`src/rtl/mips_perf_monitor.sv`:
```
`default_nettype none
// ============================================================================
// Module   : mips_perf_monitor
// Purpose  : Cycle/event counters for the pipelined MIPS core with
//            branch-to-self halt detection, watchdog timeout and atomic
//            counter snapshots.
// Revision : 1.0 - initial release
// ============================================================================
module mips_perf_monitor #(
  parameter int CNT_WIDTH      = 32,
  parameter int NUM_EVENTS     = 4,
  parameter int HALT_REPEAT    = 8,
  parameter int TIMEOUT_CYCLES = 100000,
  parameter int PC_WIDTH       = 32
) (
  input  logic                             clk,
  input  logic                             reset,
  input  logic                             enable,
  input  logic                             clear,
  input  logic [NUM_EVENTS-1:0]            event_in,
  input  logic [PC_WIDTH-1:0]              pc_IF,
  input  logic                             snap_req,
  output logic [CNT_WIDTH-1:0]             cycle_count,
  output logic [NUM_EVENTS*CNT_WIDTH-1:0]  event_counts,
  output logic [CNT_WIDTH-1:0]             snap_cycle,
  output logic [NUM_EVENTS*CNT_WIDTH-1:0]  snap_events,
  output logic                             snap_valid,
  output logic                             running,
  output logic                             halted,
  output logic                             timeout
);

  localparam int                   REP_W     = $clog2(HALT_REPEAT + 1);
  localparam logic [CNT_WIDTH-1:0] C_CNT_MAX = '1;
  localparam logic [CNT_WIDTH-1:0] C_CNT_ONE = CNT_WIDTH'(1);
  localparam logic [REP_W-1:0]     C_REP_MAX = REP_W'(HALT_REPEAT);
  localparam logic [REP_W-1:0]     C_REP_ONE = REP_W'(1);
  // A timeout value that cannot be represented in the counter can never be
  // reached (the counter saturates below it), so the watchdog is disabled.
  localparam bit                   C_TO_EN   = (TIMEOUT_CYCLES != 0) &&
                                               ((64'(TIMEOUT_CYCLES) >> CNT_WIDTH) == 64'd0);
  localparam logic [CNT_WIDTH-1:0] C_TO_VAL  = CNT_WIDTH'(TIMEOUT_CYCLES);

  typedef enum logic [1:0] {
    S_IDLE    = 2'd0,
    S_RUN     = 2'd1,
    S_HALT    = 2'd2,
    S_TIMEOUT = 2'd3
  } state_t;

  state_t                            state_q, state_d;
  logic [CNT_WIDTH-1:0]              cycle_q, cycle_d;
  logic [CNT_WIDTH-1:0]              ev_q [NUM_EVENTS];
  logic [CNT_WIDTH-1:0]              ev_d [NUM_EVENTS];
  logic [PC_WIDTH-1:0]               pc_prev_q, pc_prev_d;
  logic [REP_W-1:0]                  rep_q, rep_d;
  logic [CNT_WIDTH-1:0]              snap_cycle_q, snap_cycle_d;
  logic [NUM_EVENTS*CNT_WIDTH-1:0]   snap_ev_q, snap_ev_d;
  logic                              snap_valid_q, snap_valid_d;
  logic [NUM_EVENTS*CNT_WIDTH-1:0]   w_ev_packed;

  // Flatten the live event counters onto the packed output bus.
  generate
    for (genvar gi = 0; gi < NUM_EVENTS; gi++) begin : g_pack
      assign w_ev_packed[gi*CNT_WIDTH +: CNT_WIDTH] = ev_q[gi];
    end
  endgenerate

  // Next-state logic: snapshot capture, soft clear, counting and transitions.
  always_comb begin
    state_d      = state_q;
    cycle_d      = cycle_q;
    ev_d         = ev_q;
    pc_prev_d    = pc_prev_q;
    rep_d        = rep_q;
    snap_cycle_d = snap_cycle_q;
    snap_ev_d    = snap_ev_q;
    snap_valid_d = snap_req;

    // Snapshot sees the pre-edge counters, so it also keeps pre-clear values.
    if (snap_req) begin
      snap_cycle_d = cycle_q;
      snap_ev_d    = w_ev_packed;
    end

    if (clear) begin
      state_d   = S_IDLE;
      cycle_d   = '0;
      pc_prev_d = '0;
      rep_d     = '0;
      for (int i = 0; i < NUM_EVENTS; i++) begin
        ev_d[i] = '0;
      end
    end else begin
      case (state_q)
        S_IDLE: begin
          if (enable) begin
            state_d = S_RUN;
          end
        end
        S_RUN: begin
          if (enable) begin
            if (cycle_q != C_CNT_MAX) begin
              cycle_d = cycle_q + C_CNT_ONE;
            end
            for (int i = 0; i < NUM_EVENTS; i++) begin
              if (event_in[i] && (ev_q[i] != C_CNT_MAX)) begin
                ev_d[i] = ev_q[i] + C_CNT_ONE;
              end
            end
            pc_prev_d = pc_IF;
            if (pc_IF == pc_prev_q) begin
              rep_d = (rep_q == C_REP_MAX) ? rep_q : rep_q + C_REP_ONE;
            end else begin
              rep_d = '0;
            end
            // Halt outranks the watchdog when both fire on the same edge.
            if (rep_d == C_REP_MAX) begin
              state_d = S_HALT;
            end else if (C_TO_EN && (cycle_d == C_TO_VAL)) begin
              state_d = S_TIMEOUT;
            end
          end
        end
        default: begin
          // HALT and TIMEOUT are sticky until clear or reset.
        end
      endcase
    end
  end

  // State and counter registers with synchronous reset.
  always_ff @(posedge clk) begin
    if (reset) begin
      state_q      <= S_IDLE;
      cycle_q      <= '0;
      pc_prev_q    <= '0;
      rep_q        <= '0;
      snap_cycle_q <= '0;
      snap_ev_q    <= '0;
      snap_valid_q <= 1'b0;
      for (int i = 0; i < NUM_EVENTS; i++) begin
        ev_q[i] <= '0;
      end
    end else begin
      state_q      <= state_d;
      cycle_q      <= cycle_d;
      pc_prev_q    <= pc_prev_d;
      rep_q        <= rep_d;
      snap_cycle_q <= snap_cycle_d;
      snap_ev_q    <= snap_ev_d;
      snap_valid_q <= snap_valid_d;
      for (int i = 0; i < NUM_EVENTS; i++) begin
        ev_q[i] <= ev_d[i];
      end
    end
  end

  assign cycle_count  = cycle_q;
  assign event_counts = w_ev_packed;
  assign snap_cycle   = snap_cycle_q;
  assign snap_events  = snap_ev_q;
  assign snap_valid   = snap_valid_q;
  assign running      = (state_q == S_RUN);
  assign halted       = (state_q == S_HALT);
  assign timeout      = (state_q == S_TIMEOUT);

endmodule
`default_nettype wire

```
`config.mk`:
```
export PLATFORM = sky130hd
export DESIGN_NAME = mips_perf_monitor
export DESIGN_NICKNAME = d
export VERILOG_FILES = /design/src/rtl/mips_perf_monitor.sv
export SDC_FILE = /design/constraint.sdc
export NUM_CORES = 1
export LEC_CHECK = 0
export ABC_AREA = 1
export CAP_MARGIN = 30
export CORE_MARGIN = 1.5
export CORE_UTILIZATION = 35
export CTS_BUF_LIST = sky130_fd_sc_hd__clkbuf_8
export CTS_CLUSTER_SIZE = 8
export DETAILED_ROUTE_END_ITERATION = 10
export GPL_TIMING_DRIVEN = 1
export PLACE_DENSITY_LB_ADDON = 0.1
export SLEW_MARGIN = 30
export SYNTH_ARGS = -nofsm -noshare
export SYNTH_HDL_FRONTEND = slang
export SYNTH_SLANG_ARGS = --single-unit
export TNS_END_PERCENT = 1
```
`constraint.sdc`:
```
create_clock -name clk -period 1.9 [get_ports clk]
set_clock_uncertainty 0.1 [all_clocks]
set_input_delay 0.38 -clock clk [delete_from_list [all_inputs] [get_ports clk]]
set_output_delay 0.38 -clock clk [all_outputs]
set_load 0.005 [all_outputs]
```
# After elaboration in Yosys (flattened, before gate mapping)
# Index checks and enable logic that the tools add are counted.
# classes
div	0
shift	0
n_mux	14
n_bitwise	0
n_reduce_logical	13
magnitude_cmp	0
multipliers	0
add_sub_neg	6
n_eq_ne	15
# op_table
op	n
$add A32 B1 Y32 const B	5
$ne A32 B32 Y1 const B	5
$mux W32	4
$eq A32 B17 Y1 const B	1
$eq A32 B32 Y1	1
$mux W4	5
$reduce_and A3 Y1	4
$eq A4 B4 Y1 const B	2
$mux W2	4
$add A4 B1 Y4 const B	1
$eq A2 B2 Y1 const B	2
$logic_and A1 B1 Y1	4
$ne A2 B2 Y1 const B	2
$pmux W2 S2	1
$reduce_and A4 Y1	1
$ne A3 B1 Y1 const B	1
$eq A2 B1 Y1 const B	1
$logic_not A2 Y1	1
$reduce_and A2 Y1	1
$reduce_bool A2 Y1	1
$reduce_or A2 Y1	1
# totals
rom_bits	0
elab_cells	59
regBits	359
latch_bits	0
in_bits	41
out_inout_bits	324
ramBits	0
n_memories	0

# Logic depth before layout (Yosys ltp)
# Gate-level depths: netlist (run 1).
# logic_depth
depth_word	10
depth_mapped	16
mapped_depth_nobuf	16

# Least setup slack after synthesis (run 1)
# Ideal clock, no wire load.
# synth_timing
path_type	register -> register
start	register cycle_q[0] (netlist: cycle_count[0])
end	register state_q[1]
n_path_buf	1
stages_incl_launch_ff	17
required_ps	1733
period_less_slack_ps	2123
setup_ps	67
arrival_time_ps	1956
setup_slack_ps	-223
path_cell_list	dfxtp_1 -> ha_1 -> inv_2 -> nor2_8 -> nand2_4 -> nor2_8 -> nand2_4 -> buf_6 -> nand2_4 -> nand2_1 -> nor2_1 -> nand2_1 -> nor2_1 -> nand3_1 -> nand2_1 -> nand2_1 -> a21oi_2
# synth_via
elab_chain_cells	8
elab_cells_between_ends	9
cone_classes	add/sub: 1; eq/ne: 3; mux: 4; reduce/logical: 1
# synth_lines
item	line_no	source
start: declaration	52	logic [CNT_WIDTH-1:0] cycle_q, cycle_d;
start signal: assignment	147	cycle_q <= cycle_d;
$add A32 B1 Y32 / $ne A32 B32 Y1 (equally long branches)	104, 103	
$mux W32 *	103	if (cycle_q != C_CNT_MAX) begin
$mux W32 *	102	if (enable) begin
$mux W32 *	95	case (state_q)
$mux W32 *	86	if (clear) begin
$eq A32 B17 Y1 *	120	end else if (C_TO_EN && (cycle_d == C_TO_VAL)) begin
$ne A3 B1 Y1 (no source line) *	--	
$reduce_and A4 Y1 (no source line) *	--	
end signal: assignment	146	state_q <= state_d;
end: declaration	51	state_t state_q, state_d;
# Mark *: on every way between the ends. The rest lies on a longest branch, timed or not. The select of a mux whose other input is x is not followed.
# A chain may end at the register's enable or synchronous reset.

# Worst setup path in the final report (run 1)
# layout_timing
start	register cycle_q[1] (netlist: cycle_count[1])
end	register state_q[1]
# Same word-level chain as after synthesis.

==> results of run 1 <==
cells by family (layout without fill, tap and decap cells):
group | count (synthesis) | after routing | share of synthesized area
buffers and inverters | 342 | 1148 | 0.0796
DFF | 359 | 359 | 0.435
adders and majority gates | 7 | 7 | 0.00530
xor gates and xnor gates | 68 | 68 | 0.0360
AOI/OAI and AO/OA | 430 | 430 | 0.154
and+or+nand+nor | 1112 | 1112 | 0.290
Yosys cell counts (3+ instances only):
master    count  area [sq um]
nor3b_1      14           105
xnor2_1      24           210
nor3_1       73           365
o211ai_1      9          67.6
a21oi_1     182           911
inv_1       224           841
dfxtp_1     359          7190
nand2_2       6          37.5
o21a_1        9          67.6
a31oi_1       6          37.5
xor2_1       44           385
nand4_1      51           319
nor2_1      327          1230
nand3_1      95           475
clkbuf_1     71           267
nand2_4       3          33.8
nor4_1       19           119
nand2_1     501          1880
o21ai_0      86           430
buf_1        20          75.1
nor3_2        4          40.0
nor2_2        5          31.3
and3_1        4          25.0
ha_1          7          87.6
inv_2        10          37.5
buf_2        13          65.1
a211oi_1    131           983
per-layer routing:
metal | GRT usage | part of all wire | vias up
met2 | 0.401 | 0.46 | 474
met4 | 0.0853 | 0.029 | 2
met5 | 0 | 0.00015 | -
li1 | - | - | 9213
met3 | 0.0575 | 0.061 | 113
met1 | 0.328 | 0.45 | 8442
worst paths after layout:
path / from / end / slack, ns / depth (start not counted)
max: cycle_count[1]$_SDFFE_PP0P_ / state_q[1]$_SDFFE_PP0P_ / -0.26 / 16
min reg2reg: snap_events[23]$_SDFFE_PP0P_ / snap_events[23]$_SDFFE_PP0P_ / 0.36 / 2
max reg2reg: cycle_count[1]$_SDFFE_PP0P_ / state_q[1]$_SDFFE_PP0P_ / -0.26 / 16
min: reset / cycle_count[1]$_SDFFE_PP0P_ / 0.15 / 5
final cells by class:
class / instances / area share
Timing Repair Buffer: 795 / 0.264
Inverter: 235 / 0.0345
Tap cell: 607 / 0.0293
Sequential cell: 359 / 0.286
Clock inverter: 27 / 0.00430
Multi-Input combinational cell: 1617 / 0.333
Clock buffer: 91 / 0.0484
power groups by stage:
| stage | clock network, mW | registers (mW) | logic, mW |
|---|---|---|---|
| CTS | 7.84 | 7.79 | 1.32 |
| floorplan | 0 | 7.98 | 0.600 |
| global route | 8.18 | 7.81 | 1.46 |
| global placement | 0 | 7.98 | 1.38 |
| detailed placement | 0 | 7.98 | 1.40 |
| finish | 7.62 | 7.79 | 1.32 |
worst register-to-register path: stages, from the launching register on:
cell and delay [ns]:
dfxtp_4 0.37, ha_4 0.16, inv_4 0.05, nor2_8 0.13
nand2_4 0.08, nor2_8 0.17, buf_6 0.13, nand3_1 0.06
nand2_1 0.08, nand2_1 0.06, nor2_2 0.12, nand3_2 0.13
nor2_4 0.13, nand3_2 0.08, nand2_1 0.06, nand2_1 0.06
a21oi_2 0.12
flip-flops by register name, summed over array words and instances, names as in the netlist:
| name | flops |
|---|---|
| cycle_count | 32 |
| event_counts | 128 |
| pc_prev_q | 32 |
| rep_q | 4 |
| snap_cycle | 32 |
| snap_events | 128 |
| snap_valid | 1 |
| state_q | 2 |
repair_timing:
item | 4_1_cts | 5_1_grt
endpoints found under the hold margin | 5 | 0
pin swaps | 10 | 17
hold buffers | 1 | 0
setup buffers | 8 | 4
endpoints found under the setup margin | 444 | 198
gates resized for setup | 598 | 163
==> impl_metrics.json, run 1 <==
{
  "status": "finished, violations left",
  "violations": "negative setup slack",
  "areaGrowthSynthToFinish_pct": 56.6,
  "dp_cells": 3600,
  "postRouteWirelength_um": 62000,
  "finalPower_mw": 16.7,
  "hold_viol": 0,
  "layout_commonest_cell": "nand2_1",
  "path_cells": "ha_4 > inv_4 > nor2_8 > nand2_4 > nor2_8 > buf_6 > nand3_1 > nand2_1 > nand2_1 > nor2_2 > nand3_2 > nor2_4 > nand3_2 > nand2_1 > nand2_1 > a21oi_2",
  "placed_cell_area_sq_um": 23900,
  "synth.avg_cell_area_sq_um": 7.13,
  "ys_types": 43,
  "htreeDepth": 3,
  "min_period_over_period": 1.14,
  "die_x_um": 220,
  "leakagePower_nw": 11.1,
  "layout_common_cells": "nand2_1 (491), buf_4 (383), nor2_1 (270), dlygate4sd2_1 (254), inv_1 (236)",
  "start_util": 0.355,
  "grt_pass1_wl_um": 95200,
  "synth_edf_count": 0,
  "cts_root_buffer": "clkbuf_8",
  "holdWs_ns": 0.149,
  "drive_above_1_share": 0.270,
  "multi_input_area_sq_um": 8620,
  "dieArea_sq_um": 48500,
  "start_kind": "flop",
  "die_height_um": 220,
  "cp_max_fo": 4,
  "switching_share": 0.252,
  "pin_count": 365,
  "drtPass1Iterations": 5,
  "ys.warnings.count": 0,
  "ys.flop_type": "dfxtp_1",
  "clockBufferDepth": 3,
  "drc": 0,
  "nNetsFinal": 3123,
  "tritoncts": "yes",
  "grt_start_max_net_pins": 84,
  "power.density_nw_per_um2": 646,
  "fin_util": 0.556,
  "final-seq-area_sq_um": 7410,
  "core_area_sq_um": 46600,
  "critPathSlowestCell": "dfxtp_4",
  "worstSetupPathType": "reg -> reg",
  "viasPerCell": 4.89,
  "cp_num_buf_inv": 2,
  "clk_latency_ns": 0.64,
  "synthesis.nets": 2366,
  "slew_headroom": 0.665,
  "num_vias": 18200,
  "ys_ff_latch": 359,
  "synthCells": 2318,
  "avgRoutedWirePerCell_um": 16.6,
  "gr-total-overflow": 0,
  "peakVddDrop_v": 0.000525,
  "final_cell_count_no_fill": 3731,
  "initialDrtViolationCount": 961,
  "clkPwrFrac": 0.455,
  "worstMarginPinSlew_ns": 0.499,
  "max_cap_viol_count": 0,
  "num_rows": 79,
  "finish.instance_area_sq_um": 25900,
  "setup_viol": 21,
  "cp_top_family": "simple AND/OR/NAND/NOR gates",
  "fin_tns_setup_ns": -1.41,
  "antennaDiodeCount": 0,
  "ant_nets": 0,
  "cts.clk_slew.worst_paths_ns": 0.06,
  "numPortBuffers": 364,
  "cts_num_sinks": 359,
  "p_switching_mw": 4.22,
  "worst_path_most_repeated_cell": "nand2_1",
  "first_global_vias": 17500,
  "final.setup.worst_slack_ns": -0.259,
  "period_minus_slack_ns": 2.16,
  "pre_cts_slack_ns": -0.529,
  "cellInternalPower_mw": 12.5,
  "rsz0062_at_grt": "true",
  "antenna_found_initial": 1,
  "worstPathRequired_ns": 2.38,
  "worstPathArrival_ns": 2.64,
  "seq_area_frac_synth": 0.435,
  "sequentialPowerShare": 0.466,
  "dp_hpwl_um": 46300,
  "fmax_ghz": 0.463,
  "critical-path-max-stage-delay_ns": 0.37,
  "combPwrFrac": 0.079,
  "min_path_type": "in -> reg",
  "synthArstFlopShare": 0,
  "netlist_area_sq_um": 16500,
  "filler_cell_count": 4535,
  "grt_use_total": 0.249,
  "numCtsBuffers": 67,
  "final_max_slew_viol_count": 0,
  "end_kind": "flop",
  "place_congestion": 0.927
}
(Power assumes the default switching activity.)
==> run 2, diff against run 1 <==
--- a/config.mk
+++ b/config.mk
@@ -13,7 +13,6 @@
 export CTS_CLUSTER_SIZE = 8
 export DETAILED_ROUTE_END_ITERATION = 10
 export GPL_TIMING_DRIVEN = 1
-export PLACE_DENSITY_LB_ADDON = 0.1
 export SLEW_MARGIN = 30
 export SYNTH_ARGS = -nofsm -noshare
 export SYNTH_HDL_FRONTEND = slang
==> impl_metrics.json, run 2 (synthesized netlist as in run 1, its figures left out) <==
{
  "status": "finished, violations left",
  "violations": "negative setup slack",
  "r2r_cells": 15,
  "areaGrowthSynthToFinish_pct": 56.3,
  "grt_use_total": 0.250,
  "critical-path-max-stage-delay_ns": 0.35,
  "layout_commonest_cell": "nand2_1",
  "p_switching_mw": 4.25,
  "rsz0062_at_grt": "true",
  "num_rows": 79,
  "num_vias": 18600,
  "filler_cell_count": 4503,
  "period_minus_slack_ns": 2.18,
  "min_path_type": "in -> reg",
  "nNetsFinal": 3122,
  "drc": 0,
  "cts_num_sinks": 359,
  "max_cap_viol_count": 0,
  "cp_top_family": "simple AND/OR/NAND/NOR gates",
  "sequentialPowerShare": 0.454,
  "final_cell_count_no_fill": 3730,
  "grt_start_max_net_pins": 89,
  "worst_r2r_startpoint": "cycle_count[9]$_SDFFE_PP0P_",
  "numCtsBuffers": 67,
  "setup_viol": 31,
  "hold_viol": 0,
  "antenna_found_initial": 1,
  "cellInternalPower_mw": 12.9,
  "viasPerCell": 4.98,
  "start_util": 0.355,
  "switching_share": 0.247,
  "numPortBuffers": 364,
  "cp_num_buf_inv": 1,
  "path_cells": "nand2_1 > nor2_2 > nand2_2 > nor2_8 > buf_4 > nand3_1 > nand2_1 > nand2_1 > nor2_2 > nand3_1 > nor2_2 > nand3_2 > nand2_1 > nand2_1 > a21oi_2",
  "final.setup.worst_slack_ns": -0.283,
  "dieArea_sq_um": 48500,
  "layout_common_cells": "nand2_1 (485), buf_4 (392), nor2_1 (274), dlygate4sd2_1 (263), dfxtp_1 (247)",
  "min_period_over_period": 1.15,
  "pre_cts_slack_ns": -0.520,
  "fmax_ghz": 0.458,
  "first_global_vias": 18300,
  "htreeDepth": 3,
  "grt_pass1_wl_um": 96500,
  "antennaDiodeCount": 0,
  "holdWs_ns": 0.142,
  "drtPass1Iterations": 5,
  "initialDrtViolationCount": 974,
  "critPathSlowestCell": "dfxtp_2",
  "hold_end": "snap_events[13]$_SDFFE_PP0P_",
  "final_max_slew_viol_count": 0,
  "ant_nets": 0,
  "dp_hpwl_um": 46700,
  "avgRoutedWirePerCell_um": 16.7,
  "die_x_um": 220,
  "pin_count": 365,
  "tritoncts": "yes",
  "cts.clk_slew.worst_paths_ns": 0.06,
  "worstSetupPathType": "reg -> reg",
  "hold_depth": 3,
  "worstMarginPinSlew_ns": 0.685,
  "gr-total-overflow": 0,
  "die_height_um": 220,
  "r2r-end": "state_q[1]$_SDFFE_PP0P_",
  "end_kind": "flop",
  "worst_path_most_repeated_cell": "nand2_1",
  "peakVddDrop_v": 0.000482,
  "place_congestion": 0.954,
  "drive_above_1_share": 0.269,
  "clockBufferDepth": 3,
  "dp_cells": 3608,
  "finalPower_mw": 17.2,
  "min_from": "reset",
  "combPwrFrac": 0.076,
  "worstPathArrival_ns": 2.62,
  "cts_root_buffer": "clkbuf_8",
  "clkPwrFrac": 0.470,
  "leakagePower_nw": 11.2,
  "core_area_sq_um": 46600,
  "start_kind": "flop",
  "slew_headroom": 0.543,
  "worstPathRequired_ns": 2.34,
  "reg2reg_slack_ns": -0.28,
  "power.density_nw_per_um2": 665,
  "cp_max_fo": 4,
  "postRouteWirelength_um": 62400,
  "clk_latency_ns": 0.64
}
run 2: changes by cell type in the layout (fill, tap and decap cells not counted), moves of 6 or more:
cell | previous run | this run
buf_4 | 383 | 392
clkdlybuf4s15_1 | 48 | 31
dfxtp_1 | 233 | 247
dfxtp_2 | 101 | 94
dfxtp_4 | 25 | 18
dlygate4sd2_1 | 254 | 263
nand2_1 | 491 | 485
nand2_2 | 13 | 19
o21ai_0 | 72 | 78
run 2: worst max-delay path by stage:
| stage | endpoint | start | depth (start not counted) | slack [ns] |
|---|---|---|---|---|
| after global routing | state_q[1]$_SDFFE_PP0P_ | cycle_count[6]$_SDFFE_PP0P_ | 16 | -0.46 |
| after CTS | state_q[1]$_SDFFE_PP0P_ | cycle_count[0]$_SDFFE_PP0P_ | 16 | -0.31 |
| after global placement | state_q[1]$_SDFFE_PP0P_ | cycle_count[8]$_SDFFE_PP0P_ | 15 | -0.48 |
| after floorplan | state_q[1]$_SDFFE_PP0P_ | cycle_count[0]$_SDFFE_PP0P_ | 16 | -0.06 |
| final | state_q[1]$_SDFFE_PP0P_ | cycle_count[9]$_SDFFE_PP0P_ | 15 | -0.28 |
| after detailed placement | event_counts[75]$_SDFFE_PP0P_ | enable | 11 | -0.52 |
run 2: through the flow:
step | setup TNS, ns | cell area [sq um] | util
final | -3.00 | 25800 | 0.555
after floorplan | -0.0790 | 16500 | -
after detailed placement | -57.56 | 23900 | 0.512
after global routing | -13.35 | 25800 | 0.555
after global placement | -49.40 | 23900 | 0.512
after CTS | -6.39 | 25500 | 0.547
run 2: area by class of cell:
class,count,area [sq um],area share
clock buffer,91,1250,0.0485
clock inverter,27,205,0.00794
inverter,235,887,0.0343
multi-input combinational,1617,8610,0.333
sequential,359,7370,0.285
tap,607,759,0.0294
timing repair buffer,794,6740,0.261
run 2: power groups by stage:
stage	logic, mW	clock network [mW]	registers (mW)
6_report	1.30	8.08	7.80
3_3_place_gp	1.37	0	7.97
5_1_grt	1.43	8.62	7.81
3_5_place_dp	1.39	0	7.97
4_1_cts	1.30	8.28	7.80
2_1_floorplan	0.600	0	7.98
run 2: repair_timing:
item,4_1_cts,5_1_grt
setup buffers,4,0
hold buffers,1,0
pin swaps,13,18
endpoints found under the setup margin,442,162
hold endpoints to repair,13,0
resized for setup,599,118
run 2: per-layer routing:
| layer | vias to the layer above | GRT usage | share of wire |
|---|---|---|---|
| li1 | 9218 | - | - |
| met1 | 8744 | 0.316 | 0.44 |
| met2 | 511 | 0.421 | 0.47 |
| met3 | 88 | 0.0513 | 0.059 |
| met4 | 2 | 0.0900 | 0.024 |
| met5 | - | 0 | 0.00021 |
run 2: worst min-delay path, delay by kind of cell:
kind / cells / cell delay, ns
buf+inv: 2 / 0.29
compound gates: 1 / 0.13
==> run 3, diff against run 2 <==
--- a/config.mk
+++ b/config.mk
@@ -8,11 +8,13 @@
 export ABC_AREA = 1
 export CAP_MARGIN = 30
 export CORE_MARGIN = 1.5
-export CORE_UTILIZATION = 35
+export CORE_UTILIZATION = 40
 export CTS_BUF_LIST = sky130_fd_sc_hd__clkbuf_8
 export CTS_CLUSTER_SIZE = 8
 export DETAILED_ROUTE_END_ITERATION = 10
 export GPL_TIMING_DRIVEN = 1
+export MAX_ROUTING_LAYER = met4
+export PLACE_DENSITY = 0.68
 export SLEW_MARGIN = 30
 export SYNTH_ARGS = -nofsm -noshare
 export SYNTH_HDL_FRONTEND = slang
==> impl_metrics.json, run 3 (synthesized netlist as in run 1, its figures left out) <==
{
  "clkPwrFrac": 0.440,
  "layout_common_cells": "nand2_1 (475), buf_4 (387), dlygate4sd2_1 (294), nor2_1 (269), dfxtp_1 (238)",
  "grt_start_max_net_pins": 162,
  "pin_count": 365,
  "max_cap_viol_count": 0,
  "clockBufferDepth": 3,
  "antenna_found_initial": 1,
  "dp_cells": 3528,
  "initialDrtViolationCount": 1031,
  "worstMarginPinSlew_ns": 0.803,
  "drtPass1Iterations": 5,
  "start_util": 0.405,
  "drive_above_1_share": 0.272,
  "tritoncts": "yes",
  "cts.clk_slew.worst_paths_ns": 0.06,
  "place_congestion": 0.999,
  "num_rows": 74,
  "fin_util": 0.629,
  "drc": 0,
  "pre_cts_slack_ns": -0.562,
  "violations": "negative setup slack",
  "numPortBuffers": 364,
  "areaGrowthSynthToFinish_pct": 55.5,
  "ant_nets": 0,
  "htreeDepth": 3,
  "worstPathRequired_ns": 2.34,
  "period_minus_slack_ns": 2.14,
  "dieArea_sq_um": 42500,
  "power.density_nw_per_um2": 634,
  "leakagePower_nw": 11.2,
  "cellInternalPower_mw": 12.2,
  "holdWs_ns": 0.147,
  "min_period_over_period": 1.13,
  "fin_tns_setup_ns": -1.35,
  "postRouteWirelength_um": 61100,
  "num_vias": 18600,
  "die_height_um": 206,
  "dp_hpwl_um": 45500,
  "slew_headroom": 0.465,
  "min_path_type": "in -> reg",
  "first_global_vias": 18000,
  "rsz0062_at_grt": "true",
  "finalPower_mw": 16.3,
  "worstPathArrival_ns": 2.58,
  "gr-total-overflow": 0,
  "grt_use_total": 0.289,
  "final_max_slew_viol_count": 0,
  "start_kind": "flop",
  "finish.instance_area_sq_um": 25700,
  "final_cell_count_no_fill": 3643,
  "numCtsBuffers": 67,
  "die_x_um": 206,
  "p_switching_mw": 4.10,
  "cp_max_fo": 4,
  "peakVddDrop_v": 0.000692,
  "nNetsFinal": 3120,
  "hold_viol": 0,
  "layout_commonest_cell": "nand2_1",
  "sequentialPowerShare": 0.479,
  "cts_num_sinks": 359,
  "core_area_sq_um": 40800,
  "clk_latency_ns": 0.61,
  "status": "finished, violations left",
  "combPwrFrac": 0.081,
  "switching_share": 0.252,
  "placed_cell_area_sq_um": 23800,
  "avgRoutedWirePerCell_um": 16.8,
  "worstSetupPathType": "reg -> reg",
  "cts_root_buffer": "clkbuf_8",
  "final.setup.worst_slack_ns": -0.241,
  "end_kind": "flop",
  "setup_viol": 20,
  "grt_pass1_wl_um": 94400,
  "viasPerCell": 5.10,
  "fmax_ghz": 0.467
}
[run 3: final cells by class]
class	count	area (sq um)
fillers	3807	15100
repair buffers	792	6750
clock buffers	84	1160
inverters	235	897
clock inverters	23	90.1
flip-flops and latches	359	7400
diodes	1	2.50
well taps	532	666
multi-input cells	1617	8730
[run 3: path summary, 6_finish.rpt]
path / depth (start not counted) / slack, ns / from / end
worst max-delay path: 16 / -0.24 / cycle_count[1]$_SDFFE_PP0P_ / state_q[1]$_SDFFE_PP0P_
worst max register to register: 16 / -0.24 / cycle_count[1]$_SDFFE_PP0P_ / state_q[1]$_SDFFE_PP0P_
worst min register to register: 2 / 0.36 / snap_events[110]$_SDFFE_PP0P_ / snap_events[110]$_SDFFE_PP0P_
worst min-delay path: 5 / 0.15 / reset / event_counts[85]$_SDFFE_PP0P_
[run 3: layer usage]
layer / track usage / wire length, um / share of wire
met1: 0.346 / 25900 / 0.42
met2: 0.479 / 29300 / 0.48
met3: 0.0528 / 3900 / 0.064
met4: 0.115 / 2070 / 0.034
met5: - / 0 / 0
[run 3: timing repair]
item                                    CTS  global route
hold buffers                              0             0
endpoints found under the setup margin  442           162
buffers inserted                          1             6
pin swaps                                 9            38
gates resized for setup                 561           181
[run 3: worst max-delay path, cell delays in order (launching register included)]
cell and delay, ns:
dfxtp_4 0.38, ha_4 0.15, inv_4 0.05, nor2_8 0.10
nand2_4 0.08, nor2_8 0.15, buf_6 0.13, nand3_2 0.07
nand2_2 0.09, nand2_2 0.07, nor2_4 0.14, nand3_4 0.11
nor2_4 0.12, nand3_2 0.07, nand2_1 0.06, nand2_1 0.06
a21oi_2 0.14
[run 3: power groups by stage]
| stage | logic (mW) | clock network (mW) | registers [mW] |
|---|---|---|---|
| 6_report | 1.32 | 7.17 | 7.79 |
| 4_1_cts | 1.30 | 7.34 | 7.80 |
| 3_3_place_gp | 1.38 | 0 | 7.97 |
| 5_1_grt | 1.45 | 7.68 | 7.81 |
| 3_5_place_dp | 1.39 | 0 | 7.98 |
| 2_1_floorplan | 0.600 | 0 | 7.98 |
